File: config.mk
export PLATFORM = sky130hd
export DESIGN_NAME = cdc_hs_src_ctrl
export DESIGN_NICKNAME = d
export VERILOG_FILES = /design/src/rtl/cdc_hs_src_ctrl.sv
export SDC_FILE = /design/constraint.sdc
export NUM_CORES = 1
export LEC_CHECK = 0
export ABC_CLOCK_PERIOD_IN_PS = 1300
export CORE_MARGIN = 10
export CORE_UTILIZATION = 37
export CTS_CLUSTER_DIAMETER = 100
export CTS_CLUSTER_SIZE = 24
export DETAILED_ROUTE_END_ITERATION = 6
export MAX_ROUTING_LAYER = met4
export PLACE_DENSITY = 0.85
export SLEW_MARGIN = 0
export SYNTH_ARGS = -nofsm -noshare
export SYNTH_HDL_FRONTEND = slang
export SYNTH_SLANG_ARGS = --single-unit
File: constraint.sdc
create_clock -name CLK -period 1.3 [get_ports CLK]
set_input_delay 0.26 -clock CLK [delete_from_list [all_inputs] [get_ports CLK]]
set_output_delay 0.26 -clock CLK [all_outputs]
set_load 0.01 [all_outputs]
File: src/rtl/cdc_hs_src_ctrl.sv
// Source-side controller for a four-phase req/ack clock-domain-crossing handshake.
// Optional watchdog/error state is enabled by defining CDC_HS_TIMEOUT_EN.
module cdc_hs_src_ctrl #(
    parameter int DATA_W      = 32,
    parameter int SYNC_DEPTH  = 2,
    parameter int TIMEOUT_CYC = 1024
) (
    input  logic              CLK,
    input  logic              RST,
    input  logic              S_VALID,
    output logic              S_READY,
    input  logic [DATA_W-1:0] S_DATA,
    output logic [DATA_W-1:0] DATA_OUT,
    output logic              REQ_OUT,
    input  logic              ACK_IN,
    output logic              DONE,
    output logic              BUSY,
    input  logic              ERR_CLR,
    output logic              TIMEOUT_ERR
);

    localparam logic [1:0] ST_IDLE = 2'd0;
    localparam logic [1:0] ST_REQ  = 2'd1;
    localparam logic [1:0] ST_REL  = 2'd2;
`ifdef CDC_HS_TIMEOUT_EN
    localparam logic [1:0] ST_ERR  = 2'd3;
`endif

    logic              ack_s;
    logic [1:0]        state_r;
    logic [1:0]        state_nxt_s;
    logic              capture_s;
    logic              timeout_hit_s;
    logic [DATA_W-1:0] data_r;
    logic              req_r;
    logic              done_r;

    generate
        if (SYNC_DEPTH == 0) begin : g_no_sync
            assign ack_s = ACK_IN;
        end else begin : g_sync
            logic [SYNC_DEPTH-1:0] sync_r;

            // Resynchronize the destination acknowledge into CLK
            always_ff @(posedge CLK or posedge RST) begin
                if (RST) begin
                    sync_r <= '0;
                end else begin
                    sync_r[0] <= ACK_IN;
                    for (int i = 1; i < SYNC_DEPTH; i++) begin
                        sync_r[i] <= sync_r[i-1];
                    end
                end
            end

            assign ack_s = sync_r[SYNC_DEPTH-1];
        end
    endgenerate

`ifdef CDC_HS_TIMEOUT_EN
    localparam int              CNT_W    = $clog2(TIMEOUT_CYC + 1);
    localparam logic [CNT_W-1:0] CNT_LAST = CNT_W'(TIMEOUT_CYC - 1);
    localparam logic [CNT_W-1:0] CNT_SAT  = CNT_W'(TIMEOUT_CYC);

    logic [CNT_W-1:0] cnt_r;

    // Handshake watchdog: cleared on capture, saturating while a handshake runs
    always_ff @(posedge CLK or posedge RST) begin
        if (RST) begin
            cnt_r <= '0;
        end else if (capture_s) begin
            cnt_r <= '0;
        end else if (((state_r == ST_REQ) || (state_r == ST_REL)) && (cnt_r < CNT_SAT)) begin
            cnt_r <= cnt_r + 1'b1;
        end else begin
            cnt_r <= cnt_r;
        end
    end

    // >= rather than == so a handshake that reached REL on the last allowed
    // edge (ack won the race) still times out instead of hanging at saturation.
    assign timeout_hit_s = (cnt_r >= CNT_LAST);
`else
    logic        unused_err_clr_s;
    logic [31:0] unused_timeout_cyc_s;

    assign unused_err_clr_s     = ERR_CLR;
    assign unused_timeout_cyc_s = 32'(TIMEOUT_CYC);
    assign timeout_hit_s        = 1'b0;
`endif

    // Next-state decode; ack_s is only looked at while a handshake is running
    always_comb begin
        state_nxt_s = state_r;
        capture_s   = 1'b0;
        case (state_r)
            ST_IDLE: begin
                if (S_VALID) begin
                    state_nxt_s = ST_REQ;
                    capture_s   = 1'b1;
                end else begin
                    state_nxt_s = ST_IDLE;
                end
            end
            ST_REQ: begin
                if (ack_s) begin
                    state_nxt_s = ST_REL;
`ifdef CDC_HS_TIMEOUT_EN
                end else if (timeout_hit_s) begin
                    state_nxt_s = ST_ERR;
`endif
                end else begin
                    state_nxt_s = ST_REQ;
                end
            end
            ST_REL: begin
                if (!ack_s) begin
                    state_nxt_s = ST_IDLE;
`ifdef CDC_HS_TIMEOUT_EN
                end else if (timeout_hit_s) begin
                    state_nxt_s = ST_ERR;
`endif
                end else begin
                    state_nxt_s = ST_REL;
                end
            end
`ifdef CDC_HS_TIMEOUT_EN
            ST_ERR: begin
                if (ERR_CLR && !ack_s) begin
                    state_nxt_s = ST_IDLE;
                end else begin
                    state_nxt_s = ST_ERR;
                end
            end
`endif
            default: begin
                state_nxt_s = ST_IDLE;
            end
        endcase
    end

    // State, captured word, and registered REQ/DONE outputs
    always_ff @(posedge CLK or posedge RST) begin
        if (RST) begin
            state_r <= ST_IDLE;
            data_r  <= '0;
            req_r   <= 1'b0;
            done_r  <= 1'b0;
        end else begin
            state_r <= state_nxt_s;
            if (capture_s) begin
                data_r <= S_DATA;
            end else begin
                data_r <= data_r;
            end
            req_r  <= (state_nxt_s == ST_REQ);
            done_r <= (state_r == ST_REL) && (state_nxt_s == ST_IDLE);
        end
    end

    assign S_READY  = (state_r == ST_IDLE);
    assign BUSY     = (state_r == ST_REQ) || (state_r == ST_REL);
    assign DATA_OUT = data_r;
    assign REQ_OUT  = req_r;
    assign DONE     = done_r;
`ifdef CDC_HS_TIMEOUT_EN
    assign TIMEOUT_ERR = (state_r == ST_ERR);
`else
    assign TIMEOUT_ERR = 1'b0;
`endif

endmodule

==> flow_metrics.tcl, run 1 <==
set metrics [dict create \
    syn_to_final_growth_pct 66.8 \
    grt.overflow.total 0 \
    antenna_cells 0 \
    drt-total-wl_um 4310 \
    crit_fanout 8 \
    synth_area_leaders "dfrtp_1, mux2_4, ha_1" \
    setup_tns_ps -3420 \
    dp_hpwl_um 3250 \
    synth.avg_cell_area_um2 17.5 \
    r2r_slack_ps -120 \
    critical-path-top-delay-family "flip-flops" \
    path_cells "inv_2 -> ha_4 -> buf_6 -> nand2_8 -> buf_12 -> mux2_4" \
    ios 74 \
    synth-seq-cells 38 \
    clock_latency_ps 290 \
    postLayoutCellArea_um2 2650 \
    remaining_drc_errors 0 \
    cts_tree "built" \
    drive_gt1_share_pct 36.3 \
    holdBufCountCts 0 \
    place_ws_ps -203 \
    vias 1080 \
    cp_num_buf_inv 3 \
    ir_worst_vdd_uv 1040 \
    rows 23 \
    hold_viol 0 \
    clock_path_buffers 2 \
    slowest_delay_ps 390 \
    buffer_ports.inserted 71 \
    setup_violations 34 \
    die_w_um 85.6 \
    layout_setup_ws_ps -117 \
    worst_hold_path_type "input pin to asynchronous set/reset pin" \
    status "finished with violations" \
    cp_slowest_cell "dfrtp_1" \
    synth_cells 91 \
    power_density_nw_per_um2 2390 \
    drt-initial-drc-count 42 \
    max-cap-violations 0 \
    fp.dieArea_um2 7320 \
    rsz0062_at_grt "yes" \
    place_area_um2 2450 \
    grt_pass1_wl_um 6760 \
    syn-cell-area_um2 1590 \
    yosysTopAreaCell "dfrtp_1" \
    place.gp.congestion 0.762 \
    start_util_pct 38.9 \
    antenna_found_initial 0 \
    yosysWarnings 0 \
    fin_crit_ps 1420 \
    grt_max_degree 22 \
    synth_commonest_cells "dfrtp_1, mux2_4, ha_1" \
    power_leakage_uw 0.00130 \
    syn_nets 132 \
    h-tree-depth 2 \
    maxSlewViolCount 0 \
    arrival_ps 1590 \
    wl_per_cell_um 18.6 \
    async_flop_share_pct 100 \
    synth.top_cell.area_share_pct 59.8 \
    synth-seq-area-share_pct 59.8 \
    startpoint_type "flop" \
    rr_endpoint "DATA_OUT[16]$_DFFE_PP0P_" \
    fin_skew_ps 8.29 \
    crit_path_start "state_r[0]$_DFF_PP0_" \
    violations "negative setup slack" \
    fmax_mhz 706 \
    clk_pin_slew_ps 80 \
    fin_crit_sh_pct 109 \
    die_y_um 85.6 \
    power_uw 6350 \
    crit_type "flop to flop" \
    end_kind "flop" \
    yosysMostFrequentCell "dfrtp_1" \
    routed_via_density 4.66 \
    reg2reg_depth 6 \
    drtPass1Iterations 4 \
    ys.flop_type "dfrtp_1" \
    ant_nets 0 \
    cp.depth 6 \
    nNetsFinal 223 \
    r2r_start "state_r[0]$_DFF_PP0_" \
    synth_edf_count 0 \
    ys_types 17 \
    numCtsBuffers 5 \
    cts.sinks 38 \
    fp.coreArea_um2 4090 \
    grt_pass1_vias 1257 \
    root_buffer "clkbuf_8" \
    crit_required_ps 1470 \
    track_usage_pct 12.2 \
]
## cells by family (layout without fill, tap and decap cells)
kind of cell | count (synthesis) | count (layout) | synth area share (%)
simple gates | 4 | 4 | 1.89
other cells | 1 | 1 | 0.236
fa+ha+maj | 4 | 4 | 3.15
flops | 38 | 38 | 59.8
mux | 32 | 32 | 29.5
buf+inv | 7 | 98 | 3.30
compound gates | 5 | 5 | 2.12
## layer usage
metal  up-vias  share of wire [%]  global-route usage (%)
li1        488                  -                       -
met1       540                 42                    13.5
met2        48                 50                    20.0
met3         4                7.0                    4.64
met4         0               0.93                    3.59
met5         -                  0                       -
## metrics by stage
| stage | hold slack [ps] | instances | util [%] |
|---|---|---|---|
| floorplan | 291 | 91 | - |
| global placement | 338 | 220 | 60.0 |
| detailed placement | 347 | 220 | 60.0 |
| CTS | 313 | 232 | 64.4 |
| global route | 346 | 232 | 64.9 |
| finish | 304 | 232 | 64.9 |
## power breakdown
group	leakage, µW	switching (µW)	internal (µW)
clock	0.0000573	388	614
sequential	0.000450	307	1750
combinational	0.000798	1250	2040
total	0.00130	1950	4400
## state kept, by name, summed over array words and instances, names as in the netlist
signal and cells:
DATA_OUT 32, g_sync.sync_r 2, state_r 2, DONE 1, REQ_OUT 1
## timing repair
| action | in CTS | in global routing |
|---|---|---|
| gates cloned | 2 | 0 |
| pin swaps | 0 | 3 |
| setup buffers | 3 | 2 |
| gates resized for setup | 54 | 5 |
| setup endpoints to repair | 67 | 36 |
## worst register-to-register path, cell delays in order, from the launching register on
cell,delay (ps)
dfrtp_1,390
inv_2,90
ha_4,150
buf_6,110
nand2_8,90
buf_12,170
mux2_4,300
## layout by cell type (no fill, tap or decap), types with 2 or more instances in the layout
| master | count |
|---|---|
| buf_12 | 2 |
| buf_16 | 2 |
| buf_4 | 11 |
| buf_6 | 4 |
| clkbuf_8 | 6 |
| clkdlybuf4s50_1 | 35 |
| dfrtp_1 | 38 |
| dlygate4sd2_1 | 34 |
| ha_4 | 3 |
| inv_2 | 2 |
| mux2_4 | 31 |
## worst max path at each step
stage	endpoint	slack [ps]
global placement	DATA_OUT[15]$_DFFE_PP0P_	-170
finish	DATA_OUT[16]$_DFFE_PP0P_	-120
global route	DATA_OUT[16]$_DFFE_PP0P_	-160
CTS	DATA_OUT[16]$_DFFE_PP0P_	-110
floorplan	DATA_OUT[0]$_DFFE_PP0P_	9
detailed placement	DATA_OUT[16]$_DFFE_PP0P_	-200
## final cells by class
cell class	instances	area, µm²
Tap cell	50	62.6
Inverter	3	11.3
Multi-Input combinational cell	46	644
Clock buffer	6	82.6
Timing Repair Buffer	88	871
Fill cell	309	1430
Clock inverter	1	30.0
Sequential cell	38	951
(Power assumes the default switching activity.)
==> inputs of run 2 (changes only) <==
--- a/config.mk
+++ b/config.mk
@@ -13,6 +13,7 @@
 export DETAILED_ROUTE_END_ITERATION = 6
 export MAX_ROUTING_LAYER = met4
 export PLACE_DENSITY = 0.85
+export REMOVE_ABC_BUFFERS = 1
 export SLEW_MARGIN = 0
 export SYNTH_ARGS = -nofsm -noshare
 export SYNTH_HDL_FRONTEND = slang
==> run 2 against run 1 <==
Compared with the run above: combinational power hardly changed; first-iteration DRC count shrank 52%; largest cell class unchanged; the flow still finishes with violations (negative setup slack); setup slack worse by 40 ps; final area fell by 1.7%; global-route usage rose by 0.28 points; sequential power barely moved; register-to-register slack worse by 40 ps; sequential share of layout area grew 0.64 points; largest power group unchanged.
==> flow_metrics.tcl, run 2 (same netlist as run 1, synthesis figures left out) <==
set metrics [dict create \
    status "finished with violations" \
    violations "negative setup slack" \
    syn_to_final_growth_pct 63.9 \
    place_area_um2 2420 \
    seqPwrFrac_pct 34.0 \
    setup_tns_ps -4590 \
    grt_pass1_vias 1317 \
    holdBufCountCts 0 \
    clock_path_buffers 2 \
    clock_latency_ps 280 \
    ir_worst_vdd_uv 1300 \
    p_clk_share_pct 12.1 \
    numCtsBuffers 5 \
    combPwrFrac_pct 53.8 \
    place.gp.congestion 0.752 \
    fmax_mhz 687 \
    startpoint_type "flop" \
    cp_slowest_cell "dfrtp_1" \
    final_cell_mix "dfrtp_1, clkdlybuf4s50_1, dlygate4sd2_1" \
    cts_tree "built" \
    instances_no_fill 231 \
    nNetsFinal 222 \
    hold_viol 0 \
    reg2reg_depth 6 \
    worst_hold_path_type "input pin to asynchronous set/reset pin" \
    power_leakage_uw 0.00130 \
    rsz0062_at_grt "yes" \
    antenna_found_initial 0 \
    die_w_um 85.6 \
    crit_type "flop to flop" \
    grt_max_degree 19 \
    largest_reg_flops 32 \
    crit_fanout 6 \
    layout_setup_ws_ps -156 \
    max-cap-violations 0 \
    end_kind "flop" \
    drtPass1Iterations 4 \
    slowest_delay_ps 400 \
    root_buffer "clkbuf_8" \
    drive_gt1_share_pct 33.1 \
    ant_nets 0 \
    drt-total-wl_um 4500 \
    fin_crit_ps 1460 \
    arrival_ps 1630 \
    h-tree-depth 2 \
    dp_cells 218 \
    power_uw 6060 \
    path_cells "inv_2 -> ha_4 -> buf_6 -> nand2_8 -> clkbuf_16 -> mux2_4" \
    final_common_cell "dfrtp_1" \
    power.switching_uw 1910 \
    start_util_pct 38.9 \
    critical-path-top-delay-family "flip-flops" \
    fp.coreArea_um2 4090 \
    routed_via_density 4.71 \
    clk_pin_slew_ps 70 \
    rows 23 \
    power_density_nw_per_um2 2330 \
    grt.overflow.total 0 \
    crit_required_ps 1470 \
    cts.sinks 38 \
    worst_hold_slack_ps 230 \
    setup_violations 36 \
    ios 74 \
    wl_per_cell_um 19.5 \
    track_usage_pct 12.5 \
    cp.depth 6 \
    cp_num_buf_inv 3 \
    fp.dieArea_um2 7320 \
    grt_pass1_wl_um 6850 \
    buffer_ports.inserted 71 \
    remaining_drc_errors 0 \
    antenna_cells 0 \
    die_y_um 85.6 \
    netSwitchingFraction_pct 31.6 \
    dp_hpwl_um 3360 \
    n_fill_cell 323 \
    drt-initial-drc-count 20 \
    postLayoutCellArea_um2 2610 \
    vias 1087 \
    p_int_uw 4150 \
    fin_crit_sh_pct 112 \
    fin_skew_ps 3.99 \
    maxSlewViolCount 0 \
]
## run 2: worst register-to-register path, cell delays in order (launching register included)
cell and delay, ps:
dfrtp_1 400, inv_2 70, ha_4 170, buf_6 120
nand2_8 110, clkbuf_16 180, mux2_4 300
## run 2: timing repair
action,CTS,global route
setup endpoints to repair,70,36
pin swaps,1,1
buffers inserted,2,0
cloned,1,3
resized for setup,53,2
## run 2: final timing paths
kind	startpoint	endpoint	slack, ps
hold / removal	RST	DATA_OUT[23]$_DFFE_PP0P_	230
min in group CLK	g_sync.sync_r[0]$_DFF_PP0_	g_sync.sync_r[1]$_DFF_PP0_	350
setup / recovery	state_r[1]$_DFF_PP0_	DATA_OUT[19]$_DFFE_PP0P_	-160
max in group asynchronous	RST	DATA_OUT[16]$_DFFE_PP0P_	600
setup reg to reg	state_r[1]$_DFF_PP0_	DATA_OUT[19]$_DFFE_PP0P_	-160
hold reg to reg	g_sync.sync_r[0]$_DFF_PP0_	g_sync.sync_r[1]$_DFF_PP0_	350
## run 2: cell type report
class,instances,area (µm²),area share (%)
timing repair buffer,87,886,34.0
tap,50,62.6,2.40
multi-input combinational,46,619,23.8
clock buffer,7,76.3,2.93
inverter,3,11.3,0.432
sequential,38,951,36.5
## run 2: per-layer routing
layer / wire (µm) / track usage (%) / vias to the layer above
li1: - / - / 485
met1: 1630 / 11.4 / 545
met2: 2510 / 22.5 / 47
met3: 246 / 4.35 / 10
met4: 118 / 6.14 / 0
met5: 0 / - / -
## run 2: power groups by stage
stage / Clock [µW] / Combinational (µW) / Sequential, µW
after floorplan: 0 / 1250 / 2300
after global placement: 0 / 3150 / 2030
after detailed placement: 0 / 3260 / 2080
after CTS: 769 / 3110 / 2070
after global routing: 830 / 3460 / 2130
final: 736 / 3260 / 2060
## run 2: metrics by stage
stage / utilization (%) / setup slack [ps]
final: 63.8 / -156
after global routing: 63.8 / -172
after global placement: 59.3 / -193
after CTS: 61.9 / -127
after detailed placement: 59.3 / -227
after floorplan: - / -294
